`config.mk`:
```
export PLATFORM = sky130hd
export DESIGN_NAME = alu
export DESIGN_NICKNAME = d
export VERILOG_FILES = /design/src/rtl/alu.sv
export SDC_FILE = /design/constraint.sdc
export NUM_CORES = 1
export LEC_CHECK = 0
export CAP_MARGIN = 10
export CORE_AREA = 2 2 169 171
export DETAILED_ROUTE_END_ITERATION = 12
export DIE_AREA = 0 0 171 173
export REMOVE_ABC_BUFFERS = 1
export SLEW_MARGIN = 15
export SYNTH_ARGS = -nofsm -noshare
export SYNTH_HDL_FRONTEND = slang
export SYNTH_SLANG_ARGS = --single-unit
export TNS_END_PERCENT = 30
```
`constraint.sdc`:
```
create_clock -name clk -period 0.9 [get_ports clk]
set_input_delay 0.18 -clock clk [delete_from_list [all_inputs] [get_ports clk]]
set_output_delay 0.18 -clock clk [all_outputs]
set_load 0.05 [all_outputs]
```
`src/rtl/alu.sv`:
```
// ---------------------------------------------------------------------------
// alu -- RV32I integer ALU with a registered result, for the single-cycle
// RISC-V datapath. It sits between the operand muxes and the
// writeback/branch unit.
//
// Ports
//   clk       : clock; all state updates on the rising edge
//   rst_n     : asynchronous active-low reset
//   A, B      : operands (rs1, rs2/immediate)
//   ALUop     : {funct7[5], funct3} operation select
//   in_valid  : operands/op valid this cycle
//   ALUS      : registered result (signed view)
//   zero      : registered, 1 when the captured result is 0
//   out_valid : in_valid delayed by one cycle
// ---------------------------------------------------------------------------
module alu #(
    parameter int WIDTH = 32
) (
    input  logic                    clk,
    input  logic                    rst_n,
    input  logic [WIDTH-1:0]        A,
    input  logic [WIDTH-1:0]        B,
    input  logic [3:0]              ALUop,
    input  logic                    in_valid,
    output logic signed [WIDTH-1:0] ALUS,
    output logic                    zero,
    output logic                    out_valid
);

    localparam int SHW = $clog2(WIDTH);

    typedef enum logic [3:0] {
        OP_ADD  = 4'b0000,
        OP_SUB  = 4'b1000,
        OP_SLL  = 4'b0001,
        OP_SLT  = 4'b0010,
        OP_SLTU = 4'b0011,
        OP_XOR  = 4'b0100,
        OP_SRL  = 4'b0101,
        OP_SRA  = 4'b1101,
        OP_OR   = 4'b0110,
        OP_AND  = 4'b0111
    } alu_op_e;

    // Only the low bits of B select the shift; upper bits are ignored.
    logic [SHW-1:0]          shamt;
    logic signed [WIDTH-1:0] sra_res;
    logic [WIDTH-1:0]        result;

    assign shamt   = B[SHW-1:0];
    assign sra_res = $signed(A) >>> shamt;

    always_comb begin
        result = '0;
        case (ALUop)
            OP_ADD:  result = A + B;
            OP_SUB:  result = A - B;
            OP_SLL:  result = A << shamt;
            OP_SLT:  result = {{(WIDTH-1){1'b0}}, ($signed(A) < $signed(B))};
            OP_SLTU: result = {{(WIDTH-1){1'b0}}, (A < B)};
            OP_XOR:  result = A ^ B;
            OP_SRL:  result = A >> shamt;
            OP_SRA:  result = sra_res;
            OP_OR:   result = A | B;
            OP_AND:  result = A & B;
            // Unused encodings quietly produce 0.
            default: result = '0;
        endcase
    end

    // zero is derived from the value being captured so it always tracks ALUS.
    always_ff @(posedge clk or negedge rst_n) begin
        if (!rst_n) begin
            ALUS      <= '0;
            zero      <= 1'b0;
            out_valid <= 1'b0;
        end else begin
            out_valid <= in_valid;
            if (in_valid) begin
                ALUS <= result;
                zero <= (result == '0);
            end
        end
    end

endmodule

```
==> impl_metrics.env, run 1 <==
export IMPL_synthTopCellsByArea="ha_1 (11%), dfrtp_1 (7.8%), a21oi_1 (6.7%)"
export IMPL_postCtsHoldBufs=0
export IMPL_r2r_end="ALUS[3]$_DFFE_PN0P_"
export IMPL_drt_iter0_drc=2010
export IMPL_setup_viol=67
export IMPL_rr_worst_depth=1
export IMPL_syn_inst=1555
export IMPL_initial_core_util_pct=39.63
export IMPL_yosysTopAreaCell="ha_1"
export IMPL_finalWirelength_mm=68.90
export IMPL_power_share_sequential_pct=10.5
export IMPL_hold_violations=0
export IMPL_cts_buffers=5
export IMPL_num_vias=16780
export IMPL_grt_use_total_pct=44.84
export IMPL_timing_max_cap_violations=0
export IMPL_rr_startpoint="ALUS[3]$_DFFE_PN0P_"
export IMPL_p_leak_nw=9.220
export IMPL_die_area_um2=29580
export IMPL_fin_crit_ps=3539
export IMPL_fin_worst_skew_ps=0
export IMPL_setup_tns_ps=-63310
export IMPL_fp_coreArea_um2=27630
export IMPL_die_h_um=173
export IMPL_area_growth_pct=89.33
export IMPL_ys_seq_area_share_pct=7.771
export IMPL_dieWidth_um=171
export IMPL_drc=0
export IMPL_nNetsFinal=2484
export IMPL_synth_simple_gate_area_share_pct=23.63
export IMPL_swShare_pct=46.02
export IMPL_tritoncts="done"
export IMPL_syn_avg_cell_area_um2=7.041
export IMPL_power_density_nw_per_um2=907.5
export IMPL_synth_top_family_by_area="compound AO/OA/AOI/OAI gates"
export IMPL_cp_max_fo=4
export IMPL_drt_pass1_iter_count=7
export IMPL_synth_seq_cells=34
export IMPL_comb_power_share_pct=79.1
export IMPL_ff2ff_setup_slack_ps=80
export IMPL_hold_class="input port to asynchronous set/reset pin"
export IMPL_grt_max_degree=57
export IMPL_slew_viol_final=0
export IMPL_hpwl_mm=52.67
export IMPL_required_ps=1120
export IMPL_synth_cell_type_count=87
export IMPL_synth_area_um2=10950
export IMPL_std_cell_rows=61
export IMPL_path_class="input port to register"
export IMPL_cp_common_cell="buf_4"
export IMPL_ir_drop_mv=0.7024
export IMPL_num_antenna_cells=0
export IMPL_pwr_share_clk_pct=10.4
export IMPL_grt_pass1_vias=16300
export IMPL_synth_fa_ha_area_share_pct=11.45
export IMPL_yosysWarnings=0
export IMPL_crit_chain="buf_12 > buf_6 > ha_4 > fa_2 > o21bai_4 > buf_6 > a2111oi_4 > buf_4 > nor3_2 > a31oi_1 > o21ai_1 > or4_4 > nor4_4 > buf_4 > nand4_1 > nor4_2 > buf_4 > nand4b_1 > o21ai_1"
export IMPL_violations="setup timing"
export IMPL_drive_above_1_share_pct=53.09
export IMPL_async_reset_ff_share_pct=100.0
export IMPL_portBuffers=104
export IMPL_synth_edf_count=0
export IMPL_cts_sinks=34
export IMPL_startpoint_type="input port"
export IMPL_gp_congestion=1.133
export IMPL_grt_overflow=0
export IMPL_critical_path_arrival_ps=3760
export IMPL_vias_per_cell=6.229
export IMPL_rsz0062_at_grt="yes"
export IMPL_outcome="complete, but fails checks"
export IMPL_clkTransAtPathRegs_ps=60
export IMPL_fmax_ghz=0.2825
export IMPL_setup_slack_ps=-2639
export IMPL_synth_xor_area_share_pct=1.440
export IMPL_p_switching_mw=8.658
export IMPL_synth_mux_area_share_pct=14.88
export IMPL_slowest_delay_ps=530
export IMPL_slew_headroom_pct=38.15
export IMPL_synth_compound_area_share_pct=32.56
export IMPL_wire_per_inst_um=25.59
export IMPL_synth_top_cell_area_share_pct=11.08
export IMPL_cts_root_buffer="clkbuf_16"
export IMPL_clock_latency_ps=280
export IMPL_final_period_utilization_pct=393.3
export IMPL_p_total_mw=18.81
export IMPL_detail_route_antenna_nets=0
export IMPL_grt_pass1_wl_mm=100.4
export IMPL_p_int_mw=10.15
export IMPL_antenna_found_initial=1
export IMPL_cts_buffer_depth=2
export IMPL_worstMarginPinSlew_ps=921.4
export IMPL_critPathCaptureType="register"
export IMPL_io_pins=105
export IMPL_htreeDepth=2
export IMPL_synth_ff_type="dfrtp_1"
export IMPL_slowest_stage="or4_4"
-- power by group through the flow --
stage               Combinational (mW)  Sequential, mW  Clock [mW]
global placement                  11.6            1.99           0
floorplan                         4.14            2.63           0
detailed placement                11.7            2.01           0
global route                      15.4            2.01        2.04
CTS                               13.9            1.98        1.97
finish                            14.9            1.98        1.95
-- what timing repair did --
action,CTS,global route
hold endpoints to repair,0,0
buffers inserted,106,23
pin swaps,142,49
endpoints found under the setup margin,67,67
gates resized for setup,587,103
gates cloned,1,1
-- worst max path at each step --
stage | cells past startpoint | slack [ps] | startpoint | to
finish | 19 | -2640 | B[0] | zero$_DFFE_PN0P_
global route | 19 | -2800 | B[0] | zero$_DFFE_PN0P_
CTS | 15 | -2510 | B[0] | zero$_DFFE_PN0P_
detailed placement | 17 | -4020 | A[0] | zero$_DFFE_PN0P_
global placement | 17 | -4030 | A[0] | zero$_DFFE_PN0P_
floorplan | 13 | -2910 | B[2] | zero$_DFFE_PN0P_
-- Yosys cell counts (21+ instances only) --
library cell / n
a211oi_1: 49
a21oi_1: 147
clkbuf_1: 76
dfrtp_1: 34
ha_1: 97
inv_1: 91
mux2_2: 36
mux2i_1: 54
mux4_2: 26
nand2_1: 139
nand2b_1: 25
nand3_1: 30
nor2_1: 177
nor3_1: 48
nor4_1: 21
o211ai_1: 28
o21ai_0: 63
o22ai_1: 27
-- critical path: cells and delay by family --
kind,cells,cell delay [ps]
AOI/OAI and AO/OA,5,980
adders and majority gates,2,370
buffers and inverters,6,820
and+or+nand+nor,6,1400
-- flip-flops by register name (all words and copies together), names as in the netlist --
name       flops
ALUS          32
out_valid      1
zero           1
-- layout by cell type, fill, tap and decap left out, types with 11 or more instances in the layout --
cell type        count
nor2_1             165
nor3_1              32
buf_2               15
o21ai_1             14
and2_1              11
buf_6               96
inv_1               54
nand4_1             15
mux4_2              27
nand2b_1            22
buf_4              662
ha_4                35
dfrtp_1             34
a21o_1              15
mux2_2              33
mux2i_1             46
o21ai_0             46
xnor2_1             14
o22ai_1             21
a21oi_1             99
a21oi_2             38
o221ai_1            11
a211oi_2            17
nand3_1             27
dlygate4sd2_1       19
a211oi_1            30
buf_12              48
and3_1              14
nand2_1            129
clkdlybuf4s50_1     11
ha_1                60
nor2b_1             12
or3_1               11
inv_2               29
o211ai_1            28
-- layout make-up --
class	count	area [um2]
Sequential cell	34	850.8
Fill cell	2114	6899
Multi-Input combinational cell	1307	11220
Clock buffer	8	166.4
Timing Repair Buffer	871	7615
Inverter	95	406.6
Tap cell	378	473.0
-- cells by family (layout without fill, tap and decap cells) --
logic type,Yosys count,count (layout)
and+or+nand+nor,546,546
AOI/OAI and AO/OA,523,523
buffers and inverters,214,974
muxes,121,121
adders and majority gates,99,99
DFF,34,34
xor gates and xnor gates,18,18
-- through the flow --
stage	cell area (um2)	setup WS (ps)	hold slack (ps)	std cells	util, %
2_1_floorplan	10400	-2914	-115.6	1436	-
3_3_place_gp	17190	-4031	525.2	2563	62.20
3_5_place_dp	17190	-4020	531.2	2563	62.20
4_1_cts	20210	-2514	271.3	2673	73.15
5_1_grt	20730	-2803	298.8	2693	75.03
6_report	20730	-2639	260.4	2693	75.03
-- layer usage --
metal  GRT usage [%]  wire length [um]  vias up
met3           9.613              7304      330
met5               0                 0        -
met2           68.16             29440     1192
li1                -                 -     7353
met4           30.76              6201        0
met1           56.36             25960     7900
(Power assumes the default switching activity.)
==> run 2, diff against run 1 <==
--- a/config.mk
+++ b/config.mk
@@ -7,6 +7,7 @@
 export LEC_CHECK = 0
 export CAP_MARGIN = 10
 export CORE_AREA = 2 2 169 171
+export CTS_CLUSTER_DIAMETER = 50
 export DETAILED_ROUTE_END_ITERATION = 12
 export DIE_AREA = 0 0 171 173
 export REMOVE_ABC_BUFFERS = 1
==> results of run 2 <==
The final DEF is identical to that of run 1; final timing and power are the same.
==> run 3, diff against run 2 <==
--- a/config.mk
+++ b/config.mk
@@ -8,8 +8,10 @@
 export CAP_MARGIN = 10
 export CORE_AREA = 2 2 169 171
 export CTS_CLUSTER_DIAMETER = 50
+export CTS_CLUSTER_SIZE = 30
 export DETAILED_ROUTE_END_ITERATION = 12
 export DIE_AREA = 0 0 171 173
+export RECOVER_POWER = 100
 export REMOVE_ABC_BUFFERS = 1
 export SLEW_MARGIN = 15
 export SYNTH_ARGS = -nofsm -noshare
==> impl_metrics.env, run 3 (synthesis gave the netlist of run 1 again) <==
export IMPL_io_pins=105
export IMPL_htreeDepth=2
export IMPL_wire_per_inst_um=25.57
export IMPL_setup_slack_ps=-2619
export IMPL_finalWirelength_mm=68.88
export IMPL_setup_viol=67
export IMPL_drc=0
export IMPL_portBuffers=104
export IMPL_critPathCapture="zero$_DFFE_PN0P_"
export IMPL_p_leak_nw=9.215
export IMPL_num_vias=16880
export IMPL_p_total_mw=18.82
export IMPL_violations="setup timing"
export IMPL_startpoint_type="input port"
export IMPL_grt_overflow=0
export IMPL_critPathCaptureType="register"
export IMPL_area_growth_pct=89.24
export IMPL_place_inst=2563
export IMPL_slew_headroom_pct=38.19
export IMPL_clkTransAtPathRegs_ps=60
export IMPL_vias_per_cell=6.265
export IMPL_r2r_end="ALUS[3]$_DFFE_PN0P_"
export IMPL_outcome="complete, but fails checks"
export IMPL_critical_path_arrival_ps=3740
export IMPL_fin_worst_skew_ps=0
export IMPL_detail_route_antenna_nets=0
export IMPL_drt_pass1_iter_count=5
export IMPL_grt_use_total_pct=44.84
export IMPL_initial_core_util_pct=39.63
export IMPL_cts_buffer_depth=2
export IMPL_cts_sinks=34
export IMPL_hold_violations=0
export IMPL_grt_pass1_wl_mm=100.4
export IMPL_largest_registers="ALUS (32), out_valid (1), zero (1)"
export IMPL_fmax_ghz=0.2842
export IMPL_nNetsFinal=2484
export IMPL_drt_iter0_drc=2141
export IMPL_final_cells=2694
export IMPL_path_class="input port to register"
export IMPL_cts_buffers=5
export IMPL_grt_max_degree=57
export IMPL_fin_crit_ps=3519
export IMPL_final_cell_mix="buf_4 (661), nor2_1 (165), nand2_1 (129)"
export IMPL_grt_pass1_vias=16300
export IMPL_setup_tns_ps=-63320
export IMPL_hold_class="input port to asynchronous set/reset pin"
export IMPL_layout_commonest_cell="buf_4"
export IMPL_worstMarginPinSlew_ps=920.8
export IMPL_timing_max_cap_violations=0
export IMPL_required_ps=1120
export IMPL_dieWidth_um=171
export IMPL_die_h_um=173
export IMPL_rsz0062_at_grt="yes"
export IMPL_tritoncts="done"
export IMPL_ir_drop_mv=0.7026
export IMPL_cp_max_fo=4
export IMPL_ff2ff_setup_slack_ps=80
export IMPL_whs_ps=413.8
export IMPL_die_area_um2=29580
export IMPL_fp_coreArea_um2=27630
export IMPL_rr_worst_depth=1
export IMPL_rr_startpoint="ALUS[3]$_DFFE_PN0P_"
export IMPL_gp_congestion=1.133
export IMPL_final_period_utilization_pct=391.0
export IMPL_antenna_found_initial=1
export IMPL_power_density_nw_per_um2=908.4
export IMPL_cts_root_buffer="clkbuf_16"
export IMPL_largest_register_ffs=32
export IMPL_largest_register="ALUS"
export IMPL_clock_latency_ps=280
export IMPL_drive_above_1_share_pct=53.09
export IMPL_std_cell_rows=61
export IMPL_crit_start="B[0]"
export IMPL_hpwl_mm=52.67
export IMPL_slew_viol_final=0
-- run 3: changes by cell type in the layout (fill, tap and decap cells not counted) --
cell,change
diode_2,+1
clkbuf_4,+2
clkdlybuf4s50_1,-1
buf_12,-1
dlygate4sd3_1,+1
buf_4,-1
-- run 3: how the worst min path moves through the flow --
| stage | to | cells after the start |
|---|---|---|
| 2_1_floorplan | ALUS[0]$_DFFE_PN0P_ | 0 |
| 3_3_place_gp | ALUS[25]$_DFFE_PN0P_ | 1 |
| 3_5_place_dp | ALUS[25]$_DFFE_PN0P_ | 1 |
| 4_1_cts | ALUS[29]$_DFFE_PN0P_ | 2 |
| 5_1_grt | ALUS[29]$_DFFE_PN0P_ | 2 |
| 6_report | ALUS[24]$_DFFE_PN0P_ | 2 |
-- run 3: cell type report --
type,instances,area (um2)
clock buffers,8,166.4
diodes,1,2.502
fillers,2116,6909
well taps,378,473.0
multi-input cells,1307,11220
repair buffers,871,7602
flip-flops and latches,34,850.8
inverters,95,406.6
-- run 3: critical path, cell delays in order --
cell and delay [ps]:
buf_12 90, buf_6 90, ha_4 130, fa_2 240
o21bai_4 90, buf_6 130, a2111oi_4 490, buf_4 200
nor3_2 40, a31oi_1 150, o21ai_1 100, or4_4 520
nor4_4 310, buf_4 150, nand4_1 150, nor4_2 280
buf_4 160, nand4b_1 80, o21ai_1 140
-- run 3: per-stage QoR --
step	utilization [%]	instance area, um2	worst slack [ps]
2_1_floorplan	-	10400	-2914
3_5_place_dp	62.20	17190	-4020
6_report	74.99	20720	-2619
5_1_grt	74.98	20720	-2803
4_1_cts	73.15	20210	-2514
3_3_place_gp	62.20	17190	-4031
-- run 3: layer usage --
layer | vias up | global-route usage, % | part of all wire, %
li1 | 7352 | - | -
met1 | 8004 | 56.36 | 38
met2 | 1217 | 68.16 | 43
met3 | 306 | 9.613 | 11
met4 | 0 | 30.76 | 9.0
met5 | - | 0 | 0
-- run 3: report_power, final --
group	total [mW]	leakage (nW)	internal, mW	switching, mW
registers	1.98	0.404	1.74	0.240
clock network	1.97	0.0832	1.25	0.714
logic	14.9	8.73	7.15	7.72
total	18.8	9.22	10.1	8.67
-- run 3: what timing repair did --
action,CTS,global route
pin swaps,142,49
setup endpoints to repair,67,67
gates cloned,1,1
setup buffers,106,23
hold buffers,0,0
gates resized for setup,587,103
